$ cat src/rtl/ram_port_arbiter.sv
// Two-requester arbiter in front of a single-port synchronous-read RAM.
// One access in flight at a time; ties are broken by a toggling priority pointer.
module ram_port_arbiter #(
    parameter int DEPTH      = 4096,
    parameter int ADDR_WIDTH = 12,
    parameter int DATA_WIDTH = 32
) (
    input  logic                  clk,
    input  logic                  rst,
    input  logic                  req0,
    input  logic                  req1,
    input  logic                  we0,
    input  logic                  we1,
    input  logic [ADDR_WIDTH-1:0] addr0,
    input  logic [ADDR_WIDTH-1:0] addr1,
    input  logic [DATA_WIDTH-1:0] wdata0,
    input  logic [DATA_WIDTH-1:0] wdata1,
    output logic                  gnt0,
    output logic                  gnt1,
    output logic                  rvalid0,
    output logic                  rvalid1,
    output logic [DATA_WIDTH-1:0] rdata0,
    output logic [DATA_WIDTH-1:0] rdata1,
    output logic [ADDR_WIDTH-1:0] ram_addr,
    output logic [DATA_WIDTH-1:0] ram_din,
    output logic                  ram_we,
    input  logic [DATA_WIDTH-1:0] ram_dout
);

    // The RAM must fit in the address space the ports can express.
    if (DEPTH > (1 << ADDR_WIDTH)) begin : g_depth_chk
        $error("DEPTH exceeds ADDR_WIDTH address space");
    end

    typedef enum logic [1:0] {
        IDLE  = 2'd0,
        ISSUE = 2'd1,
        WAIT  = 2'd2,
        RESP  = 2'd3
    } state_t;

    state_t                state_q, state_d;
    logic                  prio_q, prio_d;
    logic                  id_q, id_d;
    logic                  we_q, we_d;
    logic [ADDR_WIDTH-1:0] addr_q, addr_d;
    logic [DATA_WIDTH-1:0] wdata_q, wdata_d;
    logic [DATA_WIDTH-1:0] rdata0_q, rdata0_d;
    logic [DATA_WIDTH-1:0] rdata1_q, rdata1_d;
    logic                  win;

    // Next-state: arbitrate in IDLE, capture the read result at the end of WAIT.
    always_comb begin
        state_d  = state_q;
        prio_d   = prio_q;
        id_d     = id_q;
        we_d     = we_q;
        addr_d   = addr_q;
        wdata_d  = wdata_q;
        rdata0_d = rdata0_q;
        rdata1_d = rdata1_q;
        win      = 1'b0;
        unique case (state_q)
            IDLE: begin
                if (req0 || req1) begin
                    win     = (req0 && req1) ? prio_q : req1;
                    id_d    = win;
                    we_d    = win ? we1 : we0;
                    addr_d  = win ? addr1 : addr0;
                    wdata_d = win ? wdata1 : wdata0;
                    prio_d  = ~win;
                    state_d = ISSUE;
                end
            end
            ISSUE: state_d = we_q ? IDLE : WAIT;
            WAIT: begin
                if (id_q) rdata1_d = ram_dout;
                else      rdata0_d = ram_dout;
                state_d = RESP;
            end
            RESP: state_d = IDLE;
            default: state_d = IDLE;
        endcase
    end

    // State and command registers with synchronous reset.
    always_ff @(posedge clk) begin
        if (rst) begin
            state_q  <= IDLE;
            prio_q   <= 1'b0;
            id_q     <= 1'b0;
            we_q     <= 1'b0;
            addr_q   <= '0;
            wdata_q  <= '0;
            rdata0_q <= '0;
            rdata1_q <= '0;
        end else begin
            state_q  <= state_d;
            prio_q   <= prio_d;
            id_q     <= id_d;
            we_q     <= we_d;
            addr_q   <= addr_d;
            wdata_q  <= wdata_d;
            rdata0_q <= rdata0_d;
            rdata1_q <= rdata1_d;
        end
    end

    // Outputs decode only from registered state; ram_we is also killed by rst.
    always_comb begin
        ram_addr = addr_q;
        ram_din  = wdata_q;
        ram_we   = (state_q == ISSUE) && we_q && !rst;
        gnt0     = (state_q == ISSUE) && !id_q;
        gnt1     = (state_q == ISSUE) && id_q;
        rvalid0  = (state_q == RESP) && !id_q;
        rvalid1  = (state_q == RESP) && id_q;
        rdata0   = rdata0_q;
        rdata1   = rdata1_q;
    end

endmodule

$ cat config.mk
export PLATFORM = sky130hd
export DESIGN_NAME = ram_port_arbiter
export DESIGN_NICKNAME = d
export VERILOG_FILES = /design/src/rtl/ram_port_arbiter.sv
export SDC_FILE = /design/constraint.sdc
export NUM_CORES = 1
export LEC_CHECK = 0
export BUFFER_PORTS_ARGS = -buffer_cell sky130_fd_sc_hd__buf_4
export CAP_MARGIN = 20
export CORE_ASPECT_RATIO = 0.9
export CORE_MARGIN = 2
export CORE_UTILIZATION = 47
export DETAILED_ROUTE_END_ITERATION = 6
export PLACE_DENSITY = 0.91
export SETUP_SLACK_MARGIN = 0.4
export SLEW_MARGIN = 20
export SYNTH_ARGS = -nofsm -noshare
export SYNTH_HDL_FRONTEND = slang
export SYNTH_SLANG_ARGS = --single-unit
$ cat constraint.sdc
create_clock -name clk -period 1.9 [get_ports clk]
set_input_delay 0.19 -clock clk [delete_from_list [all_inputs] [get_ports clk]]
set_output_delay 0.19 -clock clk [all_outputs]
set_load 0.02 [all_outputs]
Word level (Yosys, flattened, before mapping) --
Index checks and enable logic that the tools add are counted.
Word-level totals: word-level logic and storage cells 35, bits of input ports 126, output and inout bits 113, bits in registers 113
Operators by class: multiplexer cells 7, eq/ne operators 4, reduce and logical (&&, ||, !) cells 14, bitwise logic cells 2
Operator list (count):
- $mux 32 | 1
- $mux 12 | 1
- $pmux 2 s4 | 1
- $logic_and 1x1->1 | 7
- $reduce_and 2->1 | 3
- $eq 2x2->1 const B | 2
- $mux 2 | 2
- $eq 2x1->1 const B | 1
- $logic_not 1->1 | 2
- $logic_not 2->1 | 1
- $mux 1 | 2
- $ne 2x2->1 const B | 1
- $not 1->1 | 2
- $logic_or 1x1->1 | 1

Logic depth before layout (Yosys ltp) --
word-level depth 3, gate-level depth with buffers 6, depth with buffers taken out 3

Least setup slack after synthesis --
OpenSTA, ideal clock, no wires.
kind register to output, start reg (tool-made name), end out ram_we, setup slack 0.586 ns, data required time 1.710 ns, path buffers 1, cell stages (with the launch flop) 4, data arrival time 1.124 ns, cells stage by stage dfxtp_1 buf_6 nand2b_1 nor3b_1
RTL lines:
- to (decl) | RTL line 26 | output logic ram_we,

==> flow_summary.ini <==
[global_routing]
grt_pass1_wl_um = 24700
grt_max_degree = 50
grt_pass1_vias = 5187
overflow = 0
track_usage_pct = 26.6
grt_antenna_before_repair = 0

[pwr]
power_leakage_nw = 3.01
irDropWorstVdd_uv = 633
p_total_mw = 7.30
p_per_area_nw_per_um2 = 979

[setup_path]
path_class = register to primary output
arrival_ns = 1.25
crit_fanout = 10
critPathRequiredTime_ns = 1.71
cp-end-kind = primary output
start_kind = register

[floorplan]
fp-row-count = 35
ioPinCount = 239
dieArea_um2 = 11500
die-height_um = 102
die_w_um = 113
coreArea_um2 = 10300
initial_utilization_pct = 48.6

[synth]
yosys_warnings = 0
ys_seq_area_share_pct = 45.1
syn-instance-count = 577
ys_seq_elements = 113
ys_types = 29
synth_fp_nets = 703
syn_area_per_cell_um2 = 8.70
syn_area_um2 = 5020

[min_path]
hp-class = input pin to register

[placement]
dpl.cell_count = 898
place.port_buffers = 238
place_hpwl_um = 11100
gp_congestion = 0.851
placed_area_um2 = 6820

[detailed_routing]
vias = 5254
drt_iter0_markers = 336
wl_um = 15700
drc = 16
ant_nets = 0
firstDrtPassIters = 7
viasPerCell = 5.65
wire_per_inst_um = 16.9

[final_layout]
drive_gt1_share_pct = 45.8
fin_util_pct = 72.1
nNetsFinal = 914
area_delta_synth_final_pct = 48.4
diodes = 0
fin_area_um2 = 7450
layout.cells.non_filler = 930

[flow_run]
cap_violations = 0

[clock_tree]
clock_latency_ns = 0.40
cts_tree = yes
clockBufferDepth = 2
clockRootBuffer = clkbuf_16
clock_sinks = 113
cts_setup_buffers = 0
clk_pin_slew_ns = 0.06
cts_made_buffers = 17
htreeDepth = 4

[sta]
rsz0062_at_grt = yes
slew_headroom_pct = 68.7
max_freq_mhz = 693
tightest_slew_ns = 0.469
drv_slew = 0
setup_viol = 0
tns_ns = 0
finalHoldViolations = 0
min_period_ns = 1.44
finalCritPeriodShare_pct = 75.9
skew_ns = 0.00793

[run_status]
violations = design-rule violations
outcome = finished with violations
[report_power, final]
part           total (mW)  switching (mW)  internal (mW)
clock network        3.15            1.16           1.99
logic                1.48           0.818          0.663
registers            2.66           0.119           2.54
[metrics by stage]
step                      setup WS, ns  hold WS, ns
final                            0.457       0.0534
after floorplan                  0.586        0.326
after global routing             0.394       0.0376
after detailed placement         0.346        0.448
after CTS                        0.402       0.0377
after global placement           0.405        0.442
[cell usage after synthesis]
cell type | count | area share [%]
dfxtp_1 | 113 | 45
nand2_1 | 109 | 8.2
a21oi_1 | 91 | 9.1
nand3_1 | 46 | 4.6
o21ai_0 | 44 | 4.4
a311oi_2 | 28 | 8.4
buf_2 | 22 | 2.2
a21oi_2 | 20 | 3.5
nand2_2 | 20 | 2.5
a311oi_1 | 18 | 3.1
clkbuf_1 | 18 | 1.3
buf_4 | 13 | 1.9
buf_6 | 7 | 1.6
nor2_1 | 7 | 0.52
nand2b_1 | 3 | 0.37
buf_12 | 2 | 0.80
inv_1 | 2 | 0.15
o21ai_1 | 2 | 0.20
or2_1 | 2 | 0.25
and3b_1 | 1 | 0.17
nand3b_1 | 1 | 0.15
nor2_4 | 1 | 0.22
nor2_8 | 1 | 0.40
nor2b_1 | 1 | 0.12
nor3_1 | 1 | 0.10
nor3b_1 | 1 | 0.15
nor3b_2 | 1 | 0.25
o21a_1 | 1 | 0.15
or3b_1 | 1 | 0.17
[critical path: stages (launching register included)]
cell and delay [ns]:
dfxtp_4 0.37, nand2b_4 0.17, nor3b_2 0.15, buf_4 0.17
[path summary, 6_finish.rpt]
kind              cells after the start                       end               startpoint  slack [ns]
setup / recovery                      3                    ram_we                 register        0.46
setup reg to reg                      4  ram_din[18]$_SDFFE_PP0P_  state_q[0]$_SDFFE_PP0P_        0.47
hold reg to reg                       2   rdata1[31]$_SDFFE_PP0P_  rdata1[31]$_SDFFE_PP0P_        0.46
hold / removal                        3   rdata1[10]$_SDFFE_PP0P_             ram_dout[10]        0.05
[final cells by class]
class / instances / area (um^2)
Clock buffer: 18 / 439
Clock inverter: 14 / 156
Timing Repair Buffer: 254 / 2020
Inverter: 2 / 7.51
Fill cell: 775 / 2880
Tap cell: 129 / 161
Multi-Input combinational cell: 400 / 2390
Sequential cell: 113 / 2270
[metal layers]
metal	part of all wire (%)	wire, um	vias to the layer above	global-route usage (%)
met2	52	8110	244	49.2
met3	8.5	1330	34	7.95
met4	2.8	438	0	10.5
met5	0	0	-	0
li1	-	-	2463	-
met1	37	5800	2513	28.8
[cells in the final DEF, fill, tap and decap left out, drive strengths merged]
cell type	synthesis	layout
o21ai	46	46
bufinv	0	2
clkinv	0	5
nand3b	1	1
nor3	1	1
or3b	1	1
nand3	46	46
nand2	129	129
inv	2	6
nor2b	1	1
dfxtp	113	113
nor3b	2	2
clkbuf	18	18
clkinvlp	0	3
o21a	1	1
or2	2	2
nor2	9	9
buf	44	254
a21oi	111	111
nand2b	3	3
a311oi	46	46
and3b	1	1
[sequential cells by signal, summed over array words and instances (netlist names), named ones only]
name and count:
state_q 1, prio_q 1, rdata0 32, ram_addr 12, rdata1 32, we_q 1
id_q 1, ram_din 32
[kinds of logic (layout without fill, tap and decap cells)]
| logic type | Yosys count | count (layout) | synth area share (%) |
|---|---|---|---|
| compound gates | 204 | 204 | 28.8 |
| simple gates | 196 | 196 | 18.1 |
| flops | 113 | 113 | 45.1 |
| buf+inv | 64 | 288 | 8.00 |
[repair_timing]
action | 4_1_cts | 5_1_grt
cloned | 0 | 0
hold buffers | 0 | 0
gates resized for setup | 9 | 4
endpoints found under the setup margin | 30 | 17
Power figures use the tool's default switching activity.
